## config.mk

```make
export PLATFORM = sky130hd
export DESIGN_NAME = multi_mode_ff_bank_flat
export DESIGN_NICKNAME = d
export VERILOG_FILES = /design/src/rtl/multi_mode_ff_bank_if.sv /design/src/rtl/multi_mode_ff_bank.sv /design/src/flat_wrapper.sv
export SDC_FILE = /design/constraint.sdc
export NUM_CORES = 1
export LEC_CHECK = 0
export ABC_AREA = 1
export CAP_MARGIN = 30
export CORE_MARGIN = 3
export CORE_UTILIZATION = 43
export CTS_CLUSTER_SIZE = 16
export DETAILED_ROUTE_END_ITERATION = 10
export PLACE_DENSITY = 0.77
export SLEW_MARGIN = 25
export SYNTH_ARGS = -nofsm -noshare
export SYNTH_HDL_FRONTEND = slang
export SYNTH_SLANG_ARGS = --single-unit
```

## constraint.sdc

```tcl
create_clock -name clk -period 1.5 [get_ports clk]
set_input_delay 0.45 -clock clk [delete_from_list [all_inputs] [get_ports clk]]
set_output_delay 0.45 -clock clk [all_outputs]
set_load 0.02 [all_outputs]
```

## src/rtl/multi_mode_ff_bank_if.sv

```systemverilog
// multi_mode_ff_bank_if: control inputs and state outputs of the flip-flop bank
interface multi_mode_ff_bank_if #(
   parameter int WIDTH = 8,
   parameter int CNT_W = 8
);
   logic             en;
   logic [1:0]       mode;
   logic [WIDTH-1:0] a;
   logic [WIDTH-1:0] b;
   logic             err_clr;
   logic [WIDTH-1:0] q;
   logic [WIDTH-1:0] qb;
   logic [WIDTH-1:0] qprev;
   logic [WIDTH-1:0] rise;
   logic [WIDTH-1:0] fall;
   logic [WIDTH-1:0] illegal;
   logic             err_sticky;
   logic [CNT_W-1:0] err_cnt;
   modport master (
      output en, mode, a, b, err_clr,
      input  q, qb, qprev, rise, fall, illegal, err_sticky, err_cnt
   );
   modport slave (
      input  en, mode, a, b, err_clr,
      output q, qb, qprev, rise, fall, illegal, err_sticky, err_cnt
   );
endinterface

```

## src/rtl/multi_mode_ff_bank.sv

```systemverilog
// multi_mode_ff_bank: bank of SR/JK/D/T flip-flops with edge pulses and illegal-SR tracking
module multi_mode_ff_bank #(
   parameter int WIDTH = 8,
   parameter int CNT_W = 8
) (
   input logic                clk,
   input logic                rst,
   multi_mode_ff_bank_if.slave bus
);
   logic [1:0]       rst_sync;
   logic             rst_i;
   logic [WIDTH-1:0] q, nxt, ill;
   logic             hit;
   // assertion passes straight through; release waits two clk edges
   always_ff @(posedge clk or negedge rst)
      if (!rst) rst_sync <= '0;
      else rst_sync <= {rst_sync[0], 1'b1};
   assign rst_i = rst_sync[1];
   always_comb begin
      nxt = bus.mode == 2'b00 ? (bus.a & ~bus.b) | (q & ~(bus.a ^ bus.b))
          : bus.mode == 2'b01 ? (bus.a & ~q) | (~bus.b & q)
          : bus.mode == 2'b10 ? bus.a
          : q ^ bus.a;
      ill = bus.mode == 2'b00 ? bus.a & bus.b : '0;
      hit = bus.en && |ill;
   end
   always_ff @(posedge clk or negedge rst_i)
      if (!rst_i) begin
         q          <= '0;
         bus.qprev  <= '0;
         bus.rise   <= '0;
         bus.fall   <= '0;
         bus.illegal <= '0;
      end else if (bus.en) begin
         q          <= nxt;
         bus.qprev  <= q;
         bus.rise   <= ~q & nxt;
         bus.fall   <= q & ~nxt;
         bus.illegal <= ill;
      end else begin
         bus.rise   <= '0;
         bus.fall   <= '0;
         bus.illegal <= '0;
      end
   always_ff @(posedge clk or negedge rst_i)
      if (!rst_i) begin
         bus.err_cnt    <= '0;
         bus.err_sticky <= 1'b0;
      end else if (bus.err_clr) begin
         bus.err_cnt    <= CNT_W'(hit);
         bus.err_sticky <= hit;
      end else if (hit) begin
         bus.err_cnt    <= &bus.err_cnt ? bus.err_cnt : bus.err_cnt + CNT_W'(1);
         bus.err_sticky <= 1'b1;
      end
   assign bus.q  = q;
   assign bus.qb = ~q;
endmodule

```

## src/flat_wrapper.sv

```systemverilog
// flat-port wrapper written by rule: the top's interface ports become plain ports
module multi_mode_ff_bank_flat 
#(
   parameter int WIDTH = 8,
   parameter int CNT_W = 8
)
  (clk, rst, bus_en, bus_mode, bus_a, bus_b, bus_err_clr, bus_q, bus_qb, bus_qprev, bus_rise, bus_fall, bus_illegal, bus_err_sticky, bus_err_cnt);
  multi_mode_ff_bank_if #(.WIDTH(WIDTH), .CNT_W(CNT_W)) bus_i ();
  input logic clk;
  input logic rst;
  input wire logic [$bits(bus_i.en)-1:0] bus_en;
  input wire logic [$bits(bus_i.mode)-1:0] bus_mode;
  input wire logic [$bits(bus_i.a)-1:0] bus_a;
  input wire logic [$bits(bus_i.b)-1:0] bus_b;
  input wire logic [$bits(bus_i.err_clr)-1:0] bus_err_clr;
  output wire logic [$bits(bus_i.q)-1:0] bus_q;
  output wire logic [$bits(bus_i.qb)-1:0] bus_qb;
  output wire logic [$bits(bus_i.qprev)-1:0] bus_qprev;
  output wire logic [$bits(bus_i.rise)-1:0] bus_rise;
  output wire logic [$bits(bus_i.fall)-1:0] bus_fall;
  output wire logic [$bits(bus_i.illegal)-1:0] bus_illegal;
  output wire logic [$bits(bus_i.err_sticky)-1:0] bus_err_sticky;
  output wire logic [$bits(bus_i.err_cnt)-1:0] bus_err_cnt;
  assign bus_i.en = bus_en;
  assign bus_i.mode = bus_mode;
  assign bus_i.a = bus_a;
  assign bus_i.b = bus_b;
  assign bus_i.err_clr = bus_err_clr;
  assign bus_q = bus_i.q;
  assign bus_qb = bus_i.qb;
  assign bus_qprev = bus_i.qprev;
  assign bus_rise = bus_i.rise;
  assign bus_fall = bus_i.fall;
  assign bus_illegal = bus_i.illegal;
  assign bus_err_sticky = bus_i.err_sticky;
  assign bus_err_cnt = bus_i.err_cnt;
  multi_mode_ff_bank #(.WIDTH(WIDTH), .CNT_W(CNT_W)) u_core (.clk(clk), .rst(rst), .bus(bus_i));
endmodule
```

Word-level counts from Yosys, hierarchy flattened
Cells that the tools add are included.

cells by class
  $add $sub $neg = 1
  equality and inequality tests = 3
  muxes and demuxes = 12
  bitwise logic cells = 15
  reduce and logical (&&, ||, !) cells = 6

operator list
  cell                   count
  $mux W8                10
  $and A8 B8 Y8          7
  $not A8 Y8             4
  $or A8 B8 Y8           2
  $xor A8 B8 Y8          2
  $add A8 B1 Y8 const B  1
  $reduce_and A8 Y1      1
  $reduce_or A8 Y1       1
  $eq A2 B1 Y1 const B   1
  $eq A2 B2 Y1 const B   1
  $logic_not A2 Y1       1
  $mux W1                2
  $ne A2 B2 Y1 const B   1
  $reduce_and A2 Y1      1
  $reduce_bool A2 Y1     1
  $logic_and A1 B1 Y1    1

storage, ports and cells
  flip-flop bits (word level) = 51
  bits of input ports = 22
  output and inout port bits = 57
  word-level logic and storage cells = 45

Logic depth before layout (Yosys ltp)
Gate-level depths: netlist of the first run.

  depth after elaboration = 8
  gate-level depth with buffers = 9
  mapped depth without buffers = 9

Least setup slack after synthesis of the first run
OpenSTA, ideal clock, no wires.

  kind = register to register
  from = register u_core.bus.err_cnt[0]
  to = register u_core.bus.err_cnt[5]
  library setup time = 66 ps
  data arrival time = 1397 ps
  data required time = 1434 ps
  slack = 37 ps
  cell stages (with the launch flop) = 8
  path buffers = 0
  period minus slack after synthesis = 1463 ps
  path through = dfrtp_1 ha_1 nand2_1 nor2_2 nand4_4 nand3_4 nand3_1 nand2_1

between the ends
  word-level cells in the longest chain between the ends = 4
  elaborated cells between the ends (all ways) = 7
  those cells by class = add/sub: 1; eq/ne: 1; mux: 3; reduce/logical: 2

ends and longest elaborated chain
  element                 RTL line                     RTL
  from (decl)             multi_mode_ff_bank_if.sv:25  output q, qb, qprev, rise, fall, illegal, err_sticky, err_cnt
  from (signal assigned)  multi_mode_ff_bank.sv:50     bus.err_cnt <= CNT_W'(hit);
  from (signal assigned)  multi_mode_ff_bank.sv:53     bus.err_cnt <= &bus.err_cnt ? bus.err_cnt : bus.err_cnt + CNT_W'(1);
  $add A8 B1 Y8           multi_mode_ff_bank.sv:53
  $mux W8                 multi_mode_ff_bank.sv:53
  $mux W8                 multi_mode_ff_bank.sv:52     end else if (hit) begin
  $mux W8                 multi_mode_ff_bank.sv:49     end else if (bus.err_clr) begin

Parallel ways exist; a longest one is shown, timed or not. The select of a mux whose other input is x is not followed.
A chain may end at the register's enable or synchronous reset.

Worst setup path after layout of the first run
  from = register u_core.bus.qprev[5]
  to = output port bus_qprev[5]

RTL lines
  element                 RTL line                     RTL
  from (decl)             multi_mode_ff_bank_if.sv:25
  from (signal assigned)  multi_mode_ff_bank.sv:36     bus.qprev <= q;
  to (decl)               flat_wrapper.sv:18           output wire logic [$bits(bus_i.qprev)-1:0] bus_qprev;

No word-level cell between the ends.

==> results_dict.tcl, run 1 <==
set metrics [dict create \
    yosys.cell_types.count 25 \
    coreArea_sq_um 5991 \
    gp_congestion 0.8364 \
    die_h_um 84.97 \
    cts_tree "done" \
    dr.pass1.iters 5 \
    synth-seq-cells 51 \
    path_max_fanout 2 \
    skew_ns 0.009360 \
    status "complete, no violations" \
    startpoint_type "flip-flop" \
    r2r_cells 7 \
    grt_usage_pct 20.91 \
    path_cells "dlygate4sd2_1" \
    power_density_nw_per_um2 866.6 \
    ff2ff_setup_slack_ns 0.11 \
    timing.rr.start "u_core.bus.err_cnt[1]$_DFFE_PN0P_" \
    synth_xor_area_share_pct 0.6533 \
    slowest_stage "dfrtp_1" \
    htreeDepth 2 \
    io_pins 79 \
    fin_nets 486 \
    tns_ns 0 \
    clkSinkCount 51 \
    ys_seq_area_share_pct 47.60 \
    ys.flop_type "dfrtp_1" \
    vias_per_cell 5.116 \
    grt_overflow 0 \
    critical_path_required_ns 1.05 \
    grt_pass1_vias 2580 \
    antenna_found_initial 1 \
    synth_common_cells "nand2_1, dfrtp_1, nand3_1, o21ai_0, inv_1" \
    rows 28 \
    slew_viol_final 0 \
    cts-root-buf "clkbuf_8" \
    layout-drive-gt1-share_pct 23.21 \
    clk_latency_ns 0.31 \
    synthTopCellsByArea "dfrtp_1, nand2_1, ha_1" \
    fin_crit_sh_pct 97.86 \
    synthArstFlopShare_pct 100.0 \
    max_cap_violations 0 \
    dp_hpwl_um 5499 \
    finalSetupViolations 0 \
    cts_buffers 5 \
    worstSetupEndpointType "primary output" \
    holdWs_ns 0.2105 \
    power_leakage_nw 2.202 \
    finalWorstSetupSlack_ns 0.03204 \
    die_area_sq_um 7219 \
    syn-cell-area_sq_um 2681 \
    critPathArrivalTime_ns 1.02 \
    clk_pin_slew_worst_paths_ns 0.09 \
    grt_max_degree 20 \
    hold_path.class "reg2async" \
    port_buffers 78 \
    fin_util_pct 65.87 \
    muxShareOfSynthArea_pct 0 \
    drt_iter0_drc 186 \
    synth_edf_count 0 \
    initial_core_util_pct 44.76 \
    vias 2681 \
    synth_top_family_by_area "simple AND/OR/NAND/NOR gates" \
    synth_compound_area_share_pct 11.62 \
    hold_viol_final 0 \
    synth_top_area_share_pct 47.60 \
    synth_most_common_cell "nand2_1" \
    syn_to_final_growth_pct 47.18 \
    critical-path-max-stage-delay_ns 0.38 \
    dp_slack_ns -0.4430 \
    synth_warnings 0 \
    worstSetupPathType "reg2out" \
    grt_pass1_wl_um 12240 \
    ir_worst_vdd_uv 613.8 \
    post-route-drc-count 0 \
    synth_cells 316 \
    yosys.area_share.simple_pct 26.18 \
    routedWlPerCell_um 13.83 \
    nFillCells 510 \
    ant_nets 0 \
    fin_total_pwr_w 0.003420 \
    fmax_ghz 0.6812 \
    clockBufferDepth 2 \
    worst-path-buf-inv 1 \
    synthAdderAreaFrac_pct 7.933 \
    syn-num-nets 355 \
    avgSynthCellArea_sq_um 8.485 \
    die_x_um 84.97 \
    reg2reg_to "u_core.bus.err_cnt[3]$_DFFE_PN0P_" \
    final.min_clock_period_ns 1.468 \
    yosysTopAreaCell "dfrtp_1" \
    wl_um 7249 \
    crit_family "flip-flops" \
]
==> layout by cell type, fill, tap and decap left out, types with 5 or more instances in the layout <==
cell / synthesis / layout
dlygate4sd2_1: 0 / 51
dfrtp_1: 51 / 50
ha_2: 0 / 9
nor2_4: 3 / 5
clkbuf_2: 0 / 6
buf_4: 0 / 50
nand2_1: 76 / 75
clkdlybuf4s15_1: 0 / 10
ha_1: 17 / 8
o21bai_1: 8 / 8
inv_1: 28 / 28
nand2_2: 4 / 5
o21ai_0: 29 / 28
buf_2: 3 / 8
nand3_1: 34 / 31
nand4_1: 8 / 8
nor2_1: 20 / 20
clkbuf_8: 0 / 5
a21oi_1: 16 / 16
==> metrics by stage <==
stage	instances	area [sq um]
2_1_floorplan	316	2683
4_1_cts	521	3935
6_report	524	3946
3_5_place_dp	509	3897
5_1_grt	524	3946
3_3_place_gp	509	3897
==> sequential cells by signal, summed over array words and instances, names as in the netlist <==
name,cells
u_core.bus.illegal,8
u_core.bus.rise,8
u_core.bus.err_cnt,8
u_core.bus.qprev,8
u_core.bus.fall,8
u_core.bus.err_sticky,1
u_core.rst_sync,2
u_core.bus.q,8
==> worst max-delay path by stage <==
stage,start,to,slack (ns),depth (start not counted)
final,u_core.bus.qprev[5]$_DFFE_PN0P_,bus_qprev[5],0.03,1
after global routing,u_core.bus.err_cnt[1]$_DFFE_PN0P_,u_core.bus.err_cnt[2]$_DFFE_PN0P_,-0.005,7
after CTS,u_core.bus.q[2]$_DFFE_PN0P_,bus_q[2],0.0008,1
after detailed placement,bus_mode[1],u_core.bus.err_cnt[6]$_DFFE_PN0P_,-0.44,10
after global placement,bus_mode[1],u_core.bus.err_cnt[3]$_DFFE_PN0P_,-0.40,10
after floorplan,u_core.bus.err_cnt[0]$_DFFE_PN0P_,u_core.bus.err_cnt[5]$_DFFE_PN0P_,0.04,7
==> where the power goes <==
group          internal (W)  switching (W)
Clock              0.000329       0.000442
Combinational      0.000449       0.000631
Sequential          0.00149      0.0000763
Total               0.00227        0.00115
==> layer usage <==
layer / vias up / track usage, % / share of wire, % / routed length, um
met5: - / 0 / 0 / 0
met4: 0 / 4.460 / 0.87 / 63
met3: 6 / 5.243 / 6.9 / 499
met2: 102 / 35.81 / 49 / 3542
met1: 1271 / 26.81 / 43 / 3144
li1: 1302 / - / - / -
==> cell families after synthesis <==
group           count (synthesis)
flops                          51
fa+ha+maj                      17
compound gates                 56
other cells                     1
buf+inv                        39
xor+xnor                        2
simple gates                  150
==> timing repair <==
| action | CTS | global route |
|---|---|---|
| resized for setup | 115 | 23 |
| pin swaps | 6 | 3 |
| setup buffers | 4 | 2 |
| endpoints found under the setup margin | 83 | 25 |
| hold buffers | 0 | 0 |
==> area by class of cell <==
cell class,count,area [sq um],area share (%)
diodes,1,2.502,0.06341
clock buffers,7,76.32,1.934
clock inverters,1,5.005,0.1268
inverters,32,120.1,3.044
multi-input cells,226,1297,32.88
flip-flops and latches,51,1277,32.37
well taps,75,93.84,2.378
repair buffers,131,1074,27.20
Power figures use the tool's default switching activity.
==> run 2, diff against run 1 <==
CELL_PAD_IN_SITES_DETAIL_PLACEMENT = 1   (was not set)
CELL_PAD_IN_SITES_GLOBAL_PLACEMENT = 1   (was not set)
CORE_UTILIZATION = 31   (was 43)
CTS_CLUSTER_SIZE = 14   (was 16)
PLACE_DENSITY = not set   (was 0.77)
PLACE_DENSITY_LB_ADDON = 0.1   (was not set)
==> results_dict.tcl, run 2 (synthesis results as in run 1) <==
set metrics [dict create \
    path_max_fanout 1 \
    clk_latency_ns 0.30 \
    finalSetupViolations 0 \
    max_cap_violations 0 \
    fmax_ghz 0.6850 \
    grt_overflow 0 \
    grt_pass1_wl_um 13940 \
    clockBufferDepth 2 \
    post-route-drc-count 0 \
    crit_family "flip-flops" \
    fin_crit_sh_pct 97.32 \
    cts_buffers 5 \
    worst-path-buf-inv 1 \
    power_frac_comb_pct 31.7 \
    drt_iter0_drc 57 \
    die_x_um 99 \
    ant_nets 0 \
    layout-drive-gt1-share_pct 25.16 \
    power_density_nw_per_um2 873.9 \
    status "complete, no violations" \
    power_leakage_nw 2.241 \
    dr.pass1.iters 4 \
    gp_congestion 0.7659 \
    syn_to_final_growth_pct 51.94 \
    critical-path-max-stage-delay_ns 0.39 \
    fin_area_sq_um 4074 \
    final.min_clock_period_ns 1.460 \
    path_cells "dlygate4sd2_1" \
    grt_usage_pct 17.52 \
    place_area_sq_um 3965 \
    layout_commonest_cell "nand2_1" \
    worstSetupPathType "reg2out" \
    slowest_stage "dfrtp_1" \
    critPathArrivalTime_ns 1.01 \
    dp_hpwl_um 6151 \
    final_cell_mix "nand2_1, buf_4, dfrtp_1" \
    vias 2683 \
    critical_path_required_ns 1.05 \
    fin_nets 495 \
    startpoint_type "flip-flop" \
    slew_viol_final 0 \
    cts_tree "done" \
    hold_viol_final 0 \
    rows 33 \
    hold_path.class "reg2async" \
    die_area_sq_um 9801 \
    htreeDepth 2 \
    vias_per_cell 4.774 \
    pwr-share-seq_pct 43.7 \
    p_sw_share_pct 32.99 \
    ir_worst_vdd_uv 381.7 \
    initial_core_util_pct 32.31 \
    grt_pass1_vias 2892 \
    io_pins 79 \
    n_antenna_cell 0 \
    switching_power_w 0.001175 \
    fin_util_pct 49.09 \
    port_buffers 78 \
    clk_pin_slew_worst_paths_ns 0.09 \
    grt_max_degree 50 \
    wl_um 8268 \
    cts-root-buf "clkbuf_8" \
    coreArea_sq_um 8299 \
    routedWlPerCell_um 14.71 \
    clkSinkCount 51 \
    antenna_found_initial 0 \
    internal_power_w 0.002386 \
    clkPwrFrac_pct 24.5 \
    die_h_um 99 \
    skew_ns 0.005493 \
    worstSetupEndpointType "primary output" \
]
[run 2: layout make-up]
type	instances	area (sq um)
clock buffers	8	100.1
fillers	1029	4225
inverters	32	120.1
multi-input cells	226	1296
flip-flops and latches	51	1277
well taps	105	131.4
repair buffers	140	1149
[run 2: metrics by stage]
| step | hold slack [ns] | setup slack (ns) | TNS (ns) | instances | total power, W |
|---|---|---|---|---|---|
| 2_1_floorplan | 0.1544 | 0.03727 | 0 | 316 | 0.002142 |
| 3_5_place_dp | 0.2663 | -0.5185 | -15.17 | 543 | 0.002829 |
| 4_1_cts | 0.2749 | 0.002301 | 0 | 556 | 0.003612 |
| 5_1_grt | 0.2805 | -0.01531 | -0.04218 | 562 | 0.003797 |
| 3_3_place_gp | 0.2603 | -0.4767 | -13.67 | 543 | 0.002797 |
| 6_report | 0.2512 | 0.04020 | 0 | 562 | 0.003560 |
[run 2: final timing paths]
path,start,to,slack (ns),cells past startpoint
worst max-delay path,u_core.bus.illegal[5]$_DFF_PN0_,bus_illegal[5],0.04,1
worst min-delay path,u_core.rst_sync[1]$_DFF_PN0_,u_core.bus.fall[7]$_DFF_PN0_,0.25,1
worst max register to register,u_core.bus.err_cnt[0]$_DFFE_PN0P_,u_core.bus.err_cnt[3]$_DFFE_PN0P_,0.09,7
worst min register to register,u_core.rst_sync[1]$_DFF_PN0_,u_core.bus.fall[7]$_DFF_PN0_,0.25,1
max in group asynchronous,u_core.rst_sync[1]$_DFF_PN0_,u_core.bus.illegal[3]$_DFF_PN0_,1.01,1
min in group clk,u_core.rst_sync[0]$_DFF_PN0_,u_core.rst_sync[1]$_DFF_PN0_,0.36,0
[run 2: what timing repair did]
item                                    in CTS  in global routing
gates resized for setup                    119                 29
pin swaps                                   13                  7
hold buffers                                 0                  0
buffers inserted                             5                  6
endpoints found under the setup margin      86                 31
[run 2: power groups by stage]
stage	Sequential, W	Clock, W	Combinational, W
floorplan	0.00177	0	0.000375
global placement	0.00159	0	0.00121
finish	0.00156	0.000873	0.00113
detailed placement	0.00159	0	0.00124
CTS	0.00156	0.000918	0.00114
global route	0.00158	0.000966	0.00126
[run 2: metal layers]
layer / global-route usage [%] / wire [um] / vias up
met1: 21.02 / 3507 / 1311
met3: 3.043 / 308 / 6
li1: - / - / 1320
met4: 3.887 / 79 / 0
met5: 0 / 0 / -
met2: 32.49 / 4373 / 46
==> run 3, diff against run 2 <==
CAP_MARGIN = 20   (was 30)
CORE_ASPECT_RATIO = 1.1   (was not set)
MAX_ROUTING_LAYER = met4   (was not set)
==> results_dict.tcl, run 3 (synthesis results as in run 1) <==
set metrics [dict create \
    clk_pin_slew_worst_paths_ns 0.09 \
    cts_buffers 5 \
    gp_congestion 0.8069 \
    die_area_sq_um 9803 \
    clk_latency_ns 0.31 \
    grt_overflow 0 \
    slowest_stage "dfrtp_1" \
    initial_core_util_pct 32.83 \
    grt_pass1_wl_um 13630 \
    rsz0062_at_grt "no" \
    cts_tree "done" \
    vias 2668 \
    hold_viol_final 0 \
    grt_usage_pct 17.73 \
    startpoint_type "flip-flop" \
    clockBufferDepth 2 \
    rows 34 \
    power_density_nw_per_um2 856.6 \
    finalSetupViolations 0 \
    fin_crit_sh_pct 97.88 \
    port_buffers 78 \
    drt_iter0_drc 81 \
    max_cap_violations 0 \
    status "complete, no violations" \
    grt_max_degree 50 \
    critPathArrivalTime_ns 1.02 \
    slew_viol_final 0 \
    coreArea_sq_um 8168 \
    antenna_found_initial 1 \
    vias_per_cell 4.756 \
    syn_to_final_growth_pct 50.91 \
    wl_um 8157 \
    die_h_um 103.5 \
    worst-path-buf-inv 1 \
    dr.pass1.iters 4 \
    fin_nets 490 \
    dp_slack_ns -0.4638 \
    tns_ns 0 \
    htreeDepth 2 \
    path_max_fanout 3 \
    finalWorstSetupSlack_ns 0.03178 \
    crit_family "flip-flops" \
    power_leakage_nw 2.202 \
    routedWlPerCell_um 14.54 \
    cts-root-buf "clkbuf_8" \
    post-route-drc-count 0 \
    fin_cells 561 \
    fmax_ghz 0.6811 \
    die_x_um 94.68 \
    layout_commonest_cell "nand2_1" \
    nFillCells 1041 \
    path_cells "clkdlybuf4s15_1" \
    dp.cells 545 \
    final.min_clock_period_ns 1.468 \
    grt_pass1_vias 2794 \
    final_cell_mix "nand2_1, buf_4, dfrtp_1" \
    critical-path-max-stage-delay_ns 0.41 \
    io_pins 79 \
    holdBufCountCts 0 \
    dp_hpwl_um 6170 \
    layout-drive-gt1-share_pct 24.56 \
    hold_path.class "reg2async" \
    worstSetupEndpointType "primary output" \
    skew_ns 0.003242 \
    ir_worst_vdd_uv 442.7 \
    ant_nets 0 \
    clkSinkCount 51 \
    worstSetupPathType "reg2out" \
    critical_path_required_ns 1.05 \
]
==> run 3: area by class of cell <==
type | instances | area [sq um] | share of cell area (%)
multi-input combinational | 226 | 1303 | 32.19
sequential | 51 | 1277 | 31.57
timing repair buffer | 135 | 1127 | 27.86
tap | 108 | 135.1 | 3.340
inverter | 32 | 120.1 | 2.968
clock buffer | 7 | 76.32 | 1.886
clock inverter | 1 | 5.005 | 0.1237
antenna | 1 | 2.502 | 0.06184
==> run 3: what timing repair did <==
item                                    4_1_cts  5_1_grt
buffers inserted                              4        3
pin swaps                                    12        8
gates resized for setup                     121       29
endpoints found under the setup margin       88       31
==> run 3: layer usage <==
| layer | wire length [um] | track usage [%] | up-vias |
|---|---|---|---|
| li1 | - | - | 1305 |
| met1 | 3582 | 21.29 | 1301 |
| met2 | 4186 | 30.73 | 55 |
| met3 | 286 | 2.973 | 7 |
| met4 | 101 | 4.124 | 0 |
| met5 | 0 | - | - |
==> run 3: per-stage QoR <==
step / total power [W] / hold slack [ns] / cell area, sq um / utilization (%)
floorplan: 0.002142 / 0.1544 / 2683 / -
global placement: 0.002793 / 0.2611 / 3961 / 48.50
detailed placement: 0.002820 / 0.2686 / 3961 / 48.50
CTS: 0.003496 / 0.2768 / 4000 / 48.97
global route: 0.003672 / 0.2847 / 4046 / 49.54
finish: 0.003466 / 0.2545 / 4046 / 49.54
==> run 3: path summary, 6_finish.rpt <==
kind / depth (start not counted) / slack (ns) / to / start
max: 1 / 0.03 / bus_q[5] / u_core.bus.q[5]$_DFFE_PN0P_
min: 1 / 0.25 / u_core.bus.rise[7]$_DFF_PN0_ / u_core.rst_sync[1]$_DFF_PN0_
max reg2reg: 7 / 0.07 / u_core.bus.err_cnt[6]$_DFFE_PN0P_ / u_core.bus.err_cnt[0]$_DFFE_PN0P_
min reg2reg: 1 / 0.25 / u_core.bus.rise[7]$_DFF_PN0_ / u_core.rst_sync[1]$_DFF_PN0_
max in group asynchronous: 1 / 1.01 / u_core.bus.fall[1]$_DFF_PN0_ / u_core.rst_sync[1]$_DFF_PN0_
min in group clk: 0 / 0.37 / u_core.rst_sync[1]$_DFF_PN0_ / u_core.rst_sync[0]$_DFF_PN0_
==> run 3: power by group <==
part / switching (W) / internal [W] / total [W]
Sequential: 0.0000670 / 0.00149 / 0.00156
Clock: 0.000458 / 0.000329 / 0.000787
Combinational: 0.000653 / 0.000467 / 0.00112
